--- src/rtl/park_gate_fsm.sv ---
// Parking gate controller: synchronizes and debounces two beam sensors, then tracks entry/exit order.
// Optional build macro PARK_GATE_TIMEOUT_EN adds a per-state watchdog of TIMEOUT_CYCLES.
module park_gate_fsm #(
  parameter int DEBOUNCE_CYCLES = 4,
  parameter int CAPACITY        = 15,
  parameter int TIMEOUT_CYCLES  = 1000
) (
  input  logic       clk,
  input  logic       rst,
  input  logic       sensor_a,
  input  logic       sensor_b,
  input  logic [3:0] occupancy,
  output logic       car_in,
  output logic       car_out,
  output logic       gate_open,
  output logic       denied,
  output logic       error
);

  typedef enum logic [3:0] {
    IDLE, IN_A, IN_AB, IN_B, OUT_B, OUT_AB, OUT_A, DENY, CLEAR
  } state_t;

  localparam int DB_W = $clog2(DEBOUNCE_CYCLES + 1);
  localparam logic [DB_W-1:0] DB_LAST = DB_W'(DEBOUNCE_CYCLES - 1);

  // Bit 1 carries sensor A, bit 0 carries sensor B throughout.
  logic [1:0]      r_meta;
  logic [1:0]      r_sync;
  logic [1:0]      r_deb;
  logic [DB_W-1:0] r_db_cnt [2];

  state_t r_state;
  state_t w_next;
  logic   w_car_in, w_car_out, w_denied, w_error, w_gate;
  logic   w_room;
  logic   w_tmo;
  logic   r_car_in, r_car_out, r_denied, r_error, r_gate;

  always_ff @(posedge clk) begin
    if (rst) begin
      r_meta <= 2'b00;
      r_sync <= 2'b00;
      r_deb  <= 2'b00;
      for (int i = 0; i < 2; i++) r_db_cnt[i] <= '0;
    end else begin
      r_meta <= {sensor_a, sensor_b};
      r_sync <= r_meta;
      for (int i = 0; i < 2; i++) begin
        if (r_sync[i] == r_deb[i]) begin
          r_db_cnt[i] <= '0;
        end else if (r_db_cnt[i] == DB_LAST) begin
          r_deb[i]    <= r_sync[i];
          r_db_cnt[i] <= '0;
        end else begin
          r_db_cnt[i] <= r_db_cnt[i] + DB_W'(1);
        end
      end
    end
  end

  assign w_room = 32'(occupancy) < CAPACITY;

`ifdef PARK_GATE_TIMEOUT_EN
  localparam int TW = $clog2(TIMEOUT_CYCLES + 1);
  logic [TW-1:0] r_tmo_cnt;

  assign w_tmo = (r_state != IDLE) && (r_tmo_cnt == TW'(TIMEOUT_CYCLES - 1));

  // Restarts on any state change and after each timeout, so CLEAR can time out repeatedly.
  always_ff @(posedge clk) begin
    if (rst) begin
      r_tmo_cnt <= '0;
    end else if (r_state == IDLE || w_tmo || w_next != r_state) begin
      r_tmo_cnt <= '0;
    end else begin
      r_tmo_cnt <= r_tmo_cnt + TW'(1);
    end
  end
`else
  assign w_tmo = 1'b0;
`endif

  always_comb begin
    w_next    = r_state;
    w_car_in  = 1'b0;
    w_car_out = 1'b0;
    w_denied  = 1'b0;
    w_error   = 1'b0;
    unique case (r_state)
      IDLE: begin
        unique case (r_deb)
          2'b00: w_next = IDLE;
          2'b10: begin
            if (w_room) begin
              w_next = IN_A;
            end else begin
              w_next   = DENY;
              w_denied = 1'b1;
            end
          end
          2'b01: w_next = OUT_B;
          default: begin w_next = CLEAR; w_error = 1'b1; end
        endcase
      end
      IN_A: begin
        unique case (r_deb)
          2'b10: w_next = IN_A;
          2'b11: w_next = IN_AB;
          2'b00: w_next = IDLE;
          default: begin w_next = CLEAR; w_error = 1'b1; end
        endcase
      end
      IN_AB: begin
        unique case (r_deb)
          2'b11: w_next = IN_AB;
          2'b01: w_next = IN_B;
          2'b10: w_next = IN_A;
          default: begin w_next = CLEAR; w_error = 1'b1; end
        endcase
      end
      IN_B: begin
        unique case (r_deb)
          2'b01: w_next = IN_B;
          2'b00: begin w_next = IDLE; w_car_in = 1'b1; end
          2'b11: w_next = IN_AB;
          default: begin w_next = CLEAR; w_error = 1'b1; end
        endcase
      end
      OUT_B: begin
        unique case (r_deb)
          2'b01: w_next = OUT_B;
          2'b11: w_next = OUT_AB;
          2'b00: w_next = IDLE;
          default: begin w_next = CLEAR; w_error = 1'b1; end
        endcase
      end
      OUT_AB: begin
        unique case (r_deb)
          2'b11: w_next = OUT_AB;
          2'b10: w_next = OUT_A;
          2'b01: w_next = OUT_B;
          default: begin w_next = CLEAR; w_error = 1'b1; end
        endcase
      end
      OUT_A: begin
        unique case (r_deb)
          2'b10: w_next = OUT_A;
          2'b00: begin w_next = IDLE; w_car_out = 1'b1; end
          2'b11: w_next = OUT_AB;
          default: begin w_next = CLEAR; w_error = 1'b1; end
        endcase
      end
      DENY: begin
        unique case (r_deb)
          2'b00: w_next = IDLE;
          2'b10: w_next = DENY;
          default: begin w_next = CLEAR; w_error = 1'b1; end
        endcase
      end
      CLEAR: begin
        if (r_deb == 2'b00) w_next = IDLE;
      end
      default: begin w_next = CLEAR; w_error = 1'b1; end
    endcase
    // Watchdog overrides whatever the sensors asked for.
    if (w_tmo) begin
      w_next    = CLEAR;
      w_car_in  = 1'b0;
      w_car_out = 1'b0;
      w_denied  = 1'b0;
      w_error   = 1'b1;
    end
    w_gate = (w_next == IN_A)  || (w_next == IN_AB)  || (w_next == IN_B) ||
             (w_next == OUT_B) || (w_next == OUT_AB) || (w_next == OUT_A);
  end

  always_ff @(posedge clk) begin
    if (rst) begin
      r_state   <= IDLE;
      r_car_in  <= 1'b0;
      r_car_out <= 1'b0;
      r_denied  <= 1'b0;
      r_error   <= 1'b0;
      r_gate    <= 1'b0;
    end else begin
      r_state   <= w_next;
      r_car_in  <= w_car_in;
      r_car_out <= w_car_out;
      r_denied  <= w_denied;
      r_error   <= w_error;
      r_gate    <= w_gate;
    end
  end

  assign car_in    = r_car_in;
  assign car_out   = r_car_out;
  assign denied    = r_denied;
  assign error     = r_error;
  assign gate_open = r_gate;

endmodule

--- config.mk ---
export PLATFORM = sky130hd
export DESIGN_NAME = park_gate_fsm
export DESIGN_NICKNAME = d
export VERILOG_FILES = /design/src/rtl/park_gate_fsm.sv
export SDC_FILE = /design/constraint.sdc
export NUM_CORES = 1
export LEC_CHECK = 0
export ABC_AREA = 0
export BUFFER_PORTS_ARGS = -buffer_cell sky130_fd_sc_hd__buf_2
export CAP_MARGIN = 20
export CORE_MARGIN = 1.5
export CORE_UTILIZATION = 52
export CTS_CLUSTER_DIAMETER = 60
export CTS_CLUSTER_SIZE = 25
export DETAILED_ROUTE_END_ITERATION = 8
export PLACE_DENSITY = 0.74
export SKIP_CTS_REPAIR_TIMING = 1
export SLEW_MARGIN = 20
export SYNTH_ARGS = -nofsm -noshare
export SYNTH_HDL_FRONTEND = slang
export SYNTH_SLANG_ARGS = --single-unit
--- constraint.sdc ---
create_clock -name clk -period 1.95 [get_ports clk]
set_clock_uncertainty 0.2 [all_clocks]
set_input_delay 0.0975 -clock clk [delete_from_list [all_inputs] [get_ports clk]]
set_output_delay 0.0975 -clock clk [all_outputs]
set_load 0.02 [all_outputs]
==> Word level (Yosys, flattened, before mapping) <==
Memory sizes are Yosys's and may differ from the RTL's.
Index checks and enable logic that the tools add are counted.
{ "classes": {"add_sub_neg": 2, "order_cmp": 1, "eq_ne": 21, "mux": 49, "n_bitwise": 12, "reduce_logical": 20} }
{ "ops": {"columns": ["operator", "count"], "rows": [
  ["case mux 4 bit (3 select lines)", 7],
  ["case mux 4 bit (9 select lines)", 1],
  ["two-way mux 1 bit", 31],
  ["equality test 4 x 3 -> 1 bit, second input constant", 7],
  ["two-way mux 3 bit", 7],
  ["equality test 4 x 2 -> 1 bit, second input constant", 4],
  ["OR reduction 3 bit", 5],
  ["OR reduction 2 bit", 6],
  ["equality test 4 x 1 -> 1 bit, second input constant", 2],
  ["case mux 4 bit (2 select lines)", 1],
  ["adder 3 x 1 -> 3 bit, second input constant", 2],
  ["equality test 3 x 2 -> 1 bit, second input constant", 2],
  ["NOT 1 bit", 6],
  ["OR 1 bit", 6],
  ["case mux 1 bit (6 select lines)", 1],
  ["logical OR 1 bit", 5],
  ["equality test 2 bit, second input constant", 2],
  ["equality test 4 bit, second input constant", 1],
  ["logical NOT 4 bit", 1],
  ["less-than comparator 4 bit, second input constant", 1],
  ["two-way mux 4 bit", 1],
  ["AND reduction 2 bit", 2],
  ["equality test 1 bit", 2],
  ["equality test 2 x 1 -> 1 bit, second input constant", 1],
  ["logical NOT 2 bit", 1]
]} }
{ "totals": {"regBits": 15, "ram_bits": 6, "in_bits": 8, "out_inout_bits": 5, "word_cells": 116, "memories": 1} }
{ "memory_table": {"columns": ["name", "depth", "width", "read_ports", "rd_clocked_by_memory_dff", "write_ports", "line_no", "text"], "rows": [
  ["r_db_cnt", 2, 3, 2, 0, 2, "31", "logic [DB_W-1:0] r_db_cnt [2];"]
]} }

==> Longest topological paths before layout <==
Gate-level depths: netlist of the first run.
{ "depth": {"depth_word": 10, "depth_mapped": 8} }

==> Worst setup path before layout of the first run <==
Ideal clock, no wire load.
{ "synth_path": {"path_kind": "reg2reg", "startpoint": "register r_deb[0]", "endpoint": "register r_gate (netlist: gate_open)", "setup_time_ns": 0.128, "arrival_time_ns": 1.747, "required_ns": 1.622, "setup_slack_ns": -0.125, "path_stages_with_launch": 7, "n_path_buf": 0, "period_less_slack_ns": 2.075, "path_cell_list": "dfxtp_1 -> inv_1 -> ha_1 -> or4b_1 -> o311a_1 -> a211oi_1 -> a211oi_2"} }
{ "synth_between": {"elab_chain_cells": 9, "elab_cells_between_ends": 25, "classes_between": "eq/ne (9); mux (10); reduce/logical (6)"} }
{ "synth_rtl": {"columns": ["element", "line_no", "text"], "rows": [
  ["start, declared", "30", "logic [1:0] r_deb;"],
  ["start signal, assigned by index", "53", "r_deb[i] <= r_sync[i];"],
  ["equality test 2 bit, or another cell as far along", null, null],
  ["case mux 4 bit (3 select lines), or another cell as far along", "147", "unique case (r_deb)"],
  ["case mux 4 bit (9 select lines) (*)", "90", "unique case (r_state)"],
  ["equality test 4 x 1 -> 1 bit / equality test 4 x 2 -> 1 bit (equally long branches)", "174", "w_gate = (w_next == IN_A) || (w_next == IN_AB) || (w_next == IN_B) ||"],
  ["logical OR 1 bit (3 in series)", "174", null],
  ["logical OR 1 bit", "175", "(w_next == OUT_B) || (w_next == OUT_AB) || (w_next == OUT_A);"],
  ["logical OR 1 bit (*)", "175", null],
  ["end signal, assigned", "192", "r_gate <= w_gate;"],
  ["end, declared", "38", "logic r_car_in, r_car_out, r_denied, r_error, r_gate;"]
]} }
Every way passes the cells marked *; elsewhere a longest branch is shown, timed or not.
A chain may end at the register's enable or synchronous reset.

==> Worst setup path after layout of the first run <==
Ends and elaborated chain as after synthesis.

==> impl_results.md, run 1 <==
- Leakage component of the power: approximately 0.69 nW
- Fraction of the mapped netlist area in compound gates: 0.1403
- Crit-path slowest cell: sky130_fd_sc_hd__or4b_1
- Post-Synth XOR/XNOR Area: 0.01336
- H-tree depth: 1
- Maximum clock rate: around 0.50 GHz
- Worst hold start: occupancy[3]
- Number of filler instances in the final layout: between 150 and 200
- Combinational family with the most area after synthesis: simple AND/OR/NAND/NOR gates
- Total Die Area: ~2800 µm²
- Via-to-Cell Ratio: between 5 and 6
- Mean cell area of the mapped netlist: a little under 10 µm²
- Crit path largest cell delay: approximately 0.48 ns
- CTS clock-pin slew for the worst setup and hold paths: approximately 0.11 ns
- Pre-Repair DR Iteration Count: 4
- Stages on worst setup path: 7
- Relative area change from synthesis to final layout: 29.29%
- Class of the tightest hold or removal check: in2reg
- Ant diodes: 0
- Post-synthesis mux area share: 0.05439
- Number of cells on the worst hold path: 3
- Worst IR Drop VDD: approximately 0.65 mV
- Crit Path Max Fanout: 5
- Sort of element at the start of the critical path: flop
- Post-synthesis share of cell area spent on full adders, half adders and majority gates: 0.1145
- Total number of clock tree sinks: 21
- Instance count of the mapped netlist: 135
- # setup viols final: 1
- Distinct cell type count of the synthesized netlist: just over 50
- Synth Area in Simple Gates: 0.2376
- Clock tree from TritonCTS: built
- Final clock period utilization by the worst path: 1.034
- Final weighted congestion in routability-driven placement: around 0.9
- Share of the synthesized area in the top cell type: 0.2290
- Arrival time reported for the critical path endpoint: 2.05 ns
- Endpoints failing hold: 0
- Worst setup path class: reg2reg
- Sequential cell area fraction in the yosys report: 0.3664
- Height of the chip: approximately 53 µm
- CTS root buf: sky130_fd_sc_hd__clkbuf_4
- Post-layout power: around 0.00072 W
- Leading post-synthesis cells by instance count: sky130_fd_sc_hd__nor2_1 (17), sky130_fd_sc_hd__dfxtp_1 (15), sky130_fd_sc_hd__ha_1 (12), sky130_fd_sc_hd__inv_1 (9)
- Routed wire per std cell: roughly 14 µm
- Post-layout worst setup margin: -0.06654 ns
- Placement-stage worst setup slack: -0.1007 ns
- Element type at the critical path end: flop
- CP delay by family, top: simple AND/OR/NAND/NOR gates
- Critical Path RT: between 1.5 and 2 ns
- Iteration-0 DRC count of the detailed router: 31
- CP startpoint: r_deb[0]
- Status: complete, but fails checks
- Global-route usage over all layers: 0.2130
- Number of maximum-capacitance violations: 0
- Pin count of the biggest net entering global routing: 17
- Ratio of cells with drive above 1 in the final layout: 0.3430
- Startpoint of the worst register-to-register path: r_deb[0]
- Async S/R FF share, synth: 0
- Wire length of the first global-routing pass: around 4300 µm
- Crit path buf inv count: 1
- Synth Cell Area: 1311 µm²
- Failing checks: negative setup slack
- Area of the core: between 2000 and 2500 µm²
- Insertion delay to the later sink of the worst-skew pair: between 0.3 and 0.4 ns
- Total count of max-transition violations in the final report: 0
- Final cell utilization of the core: 0.6970
- Cell with the most instances after synthesis: sky130_fd_sc_hd__nor2_1
- Largest cells by area after synthesis: sky130_fd_sc_hd__dfxtp_1 (23%), sky130_fd_sc_hd__edfxtp_1 (14%), sky130_fd_sc_hd__ha_1 (11%), sky130_fd_sc_hd__nor2_1 (4.9%), sky130_fd_sc_hd__mux2i_1 (4.6%)
- Via Count: 1094
- Total global routing overflow: 0
- HPWL after detailed placement: 2020 µm
- Maximum count of clock buffers along a single path: 2
- Aggregate routed wire length: 2766 µm
- Post-route design area: between 1500 and 2000 µm²
- Cells traversed along the worst timing path: buf_6 > ha_4 > nor2_2 > or4b_1 > o311a_1 > and2_4 > a211oi_2
- Post-synthesis sequential element count: 21
- Number of antenna violations at the first check in global routing: 0
- RSZ-0062 raised after global routing: true
- Worst hold margin: 0.008571 ns
- Horizontal extent of the die: ~53 µm
- Power per Cell Area: 426.5 nW/µm²
- Warnings, synthesis: 0
- Site row count: 18
- Starting Density: 0.5391
- I/O pin count: 13
- Synth area leader: sky130_fd_sc_hd__dfxtp_1
- Drc violations: 0
- Crit path time final: approximately 2.0 ns
- Vias in the first global route: between 900 and 1000
- Count of buffers from port buffering: 12
- Final ANT Viol Nets: 0
- Number of buffers created by CTS: 3
- Leading register cell type out of synthesis: sky130_fd_sc_hd__dfxtp_1
- Worst r2r path cells: 7
- Count of flip-flops with a built-in enable after synthesis: 6
- Standard cell area after detailed placement: around 1500 µm²
- Final Net Count: around 190
[logic make-up (layout without fill, tap and decap cells)]
logic type / Yosys count / count (layout)
simple gates: 55 / 55
compound gates: 21 / 21
flops: 21 / 21
buf+inv: 16 / 48
fa+ha+maj: 12 / 12
mux: 7 / 7
xor+xnor: 2 / 2
other cells: 1 / 6
[cell type report]
type                       count  area [µm²]  share of cell area
clock inverter                 1       5.005            0.002952
multi-input combinational    103       845.8              0.4989
tap                           30       37.54             0.02214
timing repair buffer          35       251.5              0.1483
inverter                       9       41.29             0.02435
sequential                    21       491.7              0.2900
clock buffer                   3       22.52             0.01328
[path summary, 6_finish.rpt]
| path | end | slack (ns) |
|---|---|---|
| max | gate_open | -0.07 |
| min reg2reg | r_sync[0] | 0.26 |
| max reg2reg | gate_open | -0.07 |
| min | denied | 0.009 |
[through the flow]
stage / std cells / setup TNS [ns]
2_1_floorplan: 140 / 0
3_3_place_gp: 188 / -0.02532
3_5_place_dp: 188 / -0.1007
4_1_cts: 192 / -0.1470
5_1_grt: 202 / -0.1619
6_report: 202 / -0.06654
[per-layer routing]
| layer | wire length (µm) | global-route usage |
|---|---|---|
| met5 | 0 | 0 |
| met4 | 30 | 0.07692 |
| met3 | 139 | 0.05932 |
| met2 | 1397 | 0.3477 |
| met1 | 1198 | 0.2648 |
[state kept, by name (all words and copies together), names as in the netlist]
name,flops
r_db_cnt,6
r_state,4
r_deb,2
r_meta,2
r_sync,2
car_in,1
car_out,1
denied,1
error,1
gate_open,1
[worst min-delay path: cells and delay by family]
kind,cells,cell delay (ns)
simple gates,2,0.28
buf+inv,1,0.10
[power by group]
group          switching (W)  internal, W
logic              0.0000256    0.0000305
clock network       0.000130    0.0000767
registers         0.00000485     0.000456
[layout by cell type, fill, tap and decap left out, drive strengths merged, types with 4 or more instances in the layout]
cell type and instances:
nand2b 6, nor2 18, mux2i 6, buf 29, or3 4, nand2 4
edfxtp 6, dlygate4sd3 6, conb 6, ha 12, inv 9, nor2b 6
dfxtp 15
Note: power is estimated with default switching activity, not from simulation.
==> run 2: changes to the inputs <==
--- a/config.mk
+++ b/config.mk
@@ -9,11 +9,12 @@
 export BUFFER_PORTS_ARGS = -buffer_cell sky130_fd_sc_hd__buf_2
 export CAP_MARGIN = 20
 export CORE_MARGIN = 1.5
-export CORE_UTILIZATION = 52
+export CORE_UTILIZATION = 62
 export CTS_CLUSTER_DIAMETER = 60
 export CTS_CLUSTER_SIZE = 25
 export DETAILED_ROUTE_END_ITERATION = 8
-export PLACE_DENSITY = 0.74
+export GPL_TIMING_DRIVEN = 0
+export PLACE_DENSITY = 0.83
 export SKIP_CTS_REPAIR_TIMING = 1
 export SLEW_MARGIN = 20
 export SYNTH_ARGS = -nofsm -noshare
==> constraint.sdc (replaced) <==
create_clock -name clk -period 2.4 [get_ports clk]
set_clock_uncertainty 0.2 [all_clocks]
set_input_delay 0.12 -clock clk [delete_from_list [all_inputs] [get_ports clk]]
set_output_delay 0.12 -clock clk [all_outputs]
set_load 0.02 [all_outputs]
==> impl_results.md, run 2 (synthesis results as in run 1) <==
- # setup viols final: 0 (was 1)
- Slew at the pin closest to its max-slew limit: 0.4927 ns
- Pin count of the biggest net entering global routing: 12 (was 17)
- Startpoint of the worst register-to-register path: r_deb[0] (unchanged)
- Maximum count of clock buffers along a single path: 2 (unchanged)
- Starting Density: 0.6616 (was 0.5391)
- Site row count: 16 (was 18)
- Arrival time reported for the critical path endpoint: 2.28 ns (was 2.05 ns)
- Pre-Repair DR Iteration Count: 4 (unchanged)
- Horizontal extent of the die: 48.99 µm (was 53.22 µm)
- Endpoints failing hold: 0 (unchanged)
- Aggregate routed wire length: 2542 µm (was 2766 µm)
- Count of buffers from port buffering: 12 (unchanged)
- Wire length of the first global-routing pass: 4008 µm (was 4326 µm)
- Worst setup path class: reg2reg (unchanged)
- Routed wire per std cell: 13.52 µm (was 13.69 µm)
- Total number of clock tree sinks: 21 (unchanged)
- Insertion delay to the later sink of the worst-skew pair: 0.31 ns (about the same)
- Critical Path RT: 2.43 ns (was 1.99 ns)
- Commonest cells after routing, fill and taps aside: sky130_fd_sc_hd__nor2_1 (17), sky130_fd_sc_hd__buf_2 (13), sky130_fd_sc_hd__dfxtp_1 (13) (was sky130_fd_sc_hd__nor2_1 (16), sky130_fd_sc_hd__buf_4 (16), sky130_fd_sc_hd__buf_2 (12))
- Most frequent standard cell in the layout excluding fill and tap cells: sky130_fd_sc_hd__nor2_1
- Clock tree from TritonCTS: built (unchanged)
- Final clock period utilization by the worst path: 0.9376 (was 1.034)
- Leakage component of the power: 0.6226 nW (was 0.6886 nW)
- CTS root buf: sky130_fd_sc_hd__clkbuf_4 (unchanged)
- Ant diodes: 0 (unchanged)
- Vias in the first global route: 932 (was 990)
- Element type at the critical path end: flop (unchanged)
- I/O pin count: 13 (unchanged)
- Worst hold margin: 0.1647 ns (was 0.008571 ns)
- CTS clock-pin slew for the worst setup and hold paths: 0.11 ns (about the same)
- Number of filler instances in the final layout: 152 (was 184)
- Worst IR Drop VDD: 0.3301 mV (was 0.6528 mV)
- Maximum clock rate: 0.4444 GHz (was 0.4959 GHz)
- HPWL after detailed placement: 1809 µm (was 2020 µm)
- Relative area change from synthesis to final layout: 14.60% (was 29.29%)
- Regs by FF count: r_db_cnt: 6 flops, r_state: 4 flops (unchanged)
- Max reg flops: 6 (unchanged)
- Sort of element at the start of the critical path: flop (unchanged)
- Status: finished clean (was complete, but fails checks)
- RSZ-0062 raised after global routing: false (was true)
- Ratio of cells with drive above 1 in the final layout: 0.1988 (was 0.3430)
- Height of the chip: 48.99 µm (was 53.22 µm)
- Worst slew margin relative to its limit: 0.6672
- Total global routing overflow: 0 (unchanged)
- Via-to-Cell Ratio: 5.734 (was 5.416)
- Post-route design area: 1503 µm² (was 1695 µm²)
- Total count of max-transition violations in the final report: 0 (unchanged)
- Crit Path Max Fanout: 9 (was 5)
- Register containing the most flip-flops in the final layout: r_db_cnt (unchanged)
- Number of maximum-capacitance violations: 0 (unchanged)
- Standard cell area after detailed placement: 1424 µm² (was 1479 µm²)
- CP startpoint: r_deb[0] (unchanged)
- Number of antenna violations at the first check in global routing: 0 (unchanged)
- Global-route usage over all layers: 0.2181 (was 0.2130)
- Final weighted congestion in routability-driven placement: 0.9129 (was 0.8933)
- Number of buffers created by CTS: 3 (unchanged)
- Area of the core: 1982 µm² (was 2432 µm²)
- Total Die Area: 2400 µm² (was 2832 µm²)
- Post-layout power: 0.0005837 W (was 0.0007230 W)
- Class of the tightest hold or removal check: in2reg (unchanged)
- Worst hold start: occupancy[1] (was occupancy[3])
- Final Net Count: 182 (was 193)
- H-tree depth: 1 (unchanged)
- Crit path time final: 2.250 ns (was 2.017 ns)
- Setup TNS Final: 0 ns (was -0.06654 ns)
- Drc violations: 0 (unchanged)
- Iteration-0 DRC count of the detailed router: 23 (was 31)
- Final ANT Viol Nets: 0 (unchanged)
- Power per Cell Area: 388.4 nW/µm² (was 426.5 nW/µm²)
- Via Count: 1078 (was 1094)
run 2: cell types whose count changed in the layout (fill, tap and decap cells not counted), moves of 3 or more:
cell and delta:
sky130_fd_sc_hd__dfxtp_1 +3, sky130_fd_sc_hd__buf_4 -16, sky130_fd_sc_hd__ha_4 -4, sky130_fd_sc_hd__buf_6 +3, sky130_fd_sc_hd__ha_1 +5
run 2: final timing paths:
check | endpoint | slack, ns | cells after the start
worst max-delay path | gate_open | 0.15 | 8
worst min-delay path | r_state[1] | 0.16 | 5
worst max register to register | gate_open | 0.15 | 8
worst min register to register | r_sync[0] | 0.25 | 1
run 2: layout make-up:
type / instances / area [µm²] / share of cell area
well taps: 27 / 33.78 / 0.02248
clock buffers: 4 / 26.28 / 0.01749
multi-input cells: 103 / 757.0 / 0.5037
inverters: 9 / 33.78 / 0.02248
plain buffers: 7 / 58.81 / 0.03913
repair buffers: 17 / 110.1 / 0.07327
flip-flops and latches: 21 / 483.0 / 0.3214
run 2: critical path, cell delays in order (launching register included):
cell and delay (ns):
sky130_fd_sc_hd__dfxtp_2 0.45, sky130_fd_sc_hd__inv_1 0.14, sky130_fd_sc_hd__ha_1 0.21, sky130_fd_sc_hd__clkbuf_2 0.17, sky130_fd_sc_hd__mux2i_1 0.16, sky130_fd_sc_hd__o32ai_1 0.12, sky130_fd_sc_hd__a2111oi_2 0.42, sky130_fd_sc_hd__nand2b_1 0.13
sky130_fd_sc_hd__a211oi_2 0.15
run 2: metal layers:
metal	share of wire	track usage	vias to the layer above
met5	0	0	-
met4	0.016	0.09048	0
met3	0.056	0.05521	8
met2	0.49	0.3516	36
met1	0.43	0.2787	506
li1	-	-	528
run 2: through the flow:
stage | instances | utilization | worst slack (ns)
finish | 188 | 0.7582 | 0.1496
detailed placement | 179 | 0.7184 | 0.06643
global placement | 179 | 0.7184 | 0.1219
CTS | 183 | 0.7317 | 0.02615
global route | 188 | 0.7582 | 0.02821
floorplan | 140 | - | 0.3248
run 2: where the power goes:
part	switching (W)	internal, W	leakage (nW)	total (W)
clock network	0.000102	0.0000649	0.0150	0.000167
logic	0.0000198	0.0000199	0.423	0.0000397
registers	0.00000411	0.000373	0.185	0.000377
total	0.000126	0.000457	0.623	0.000584
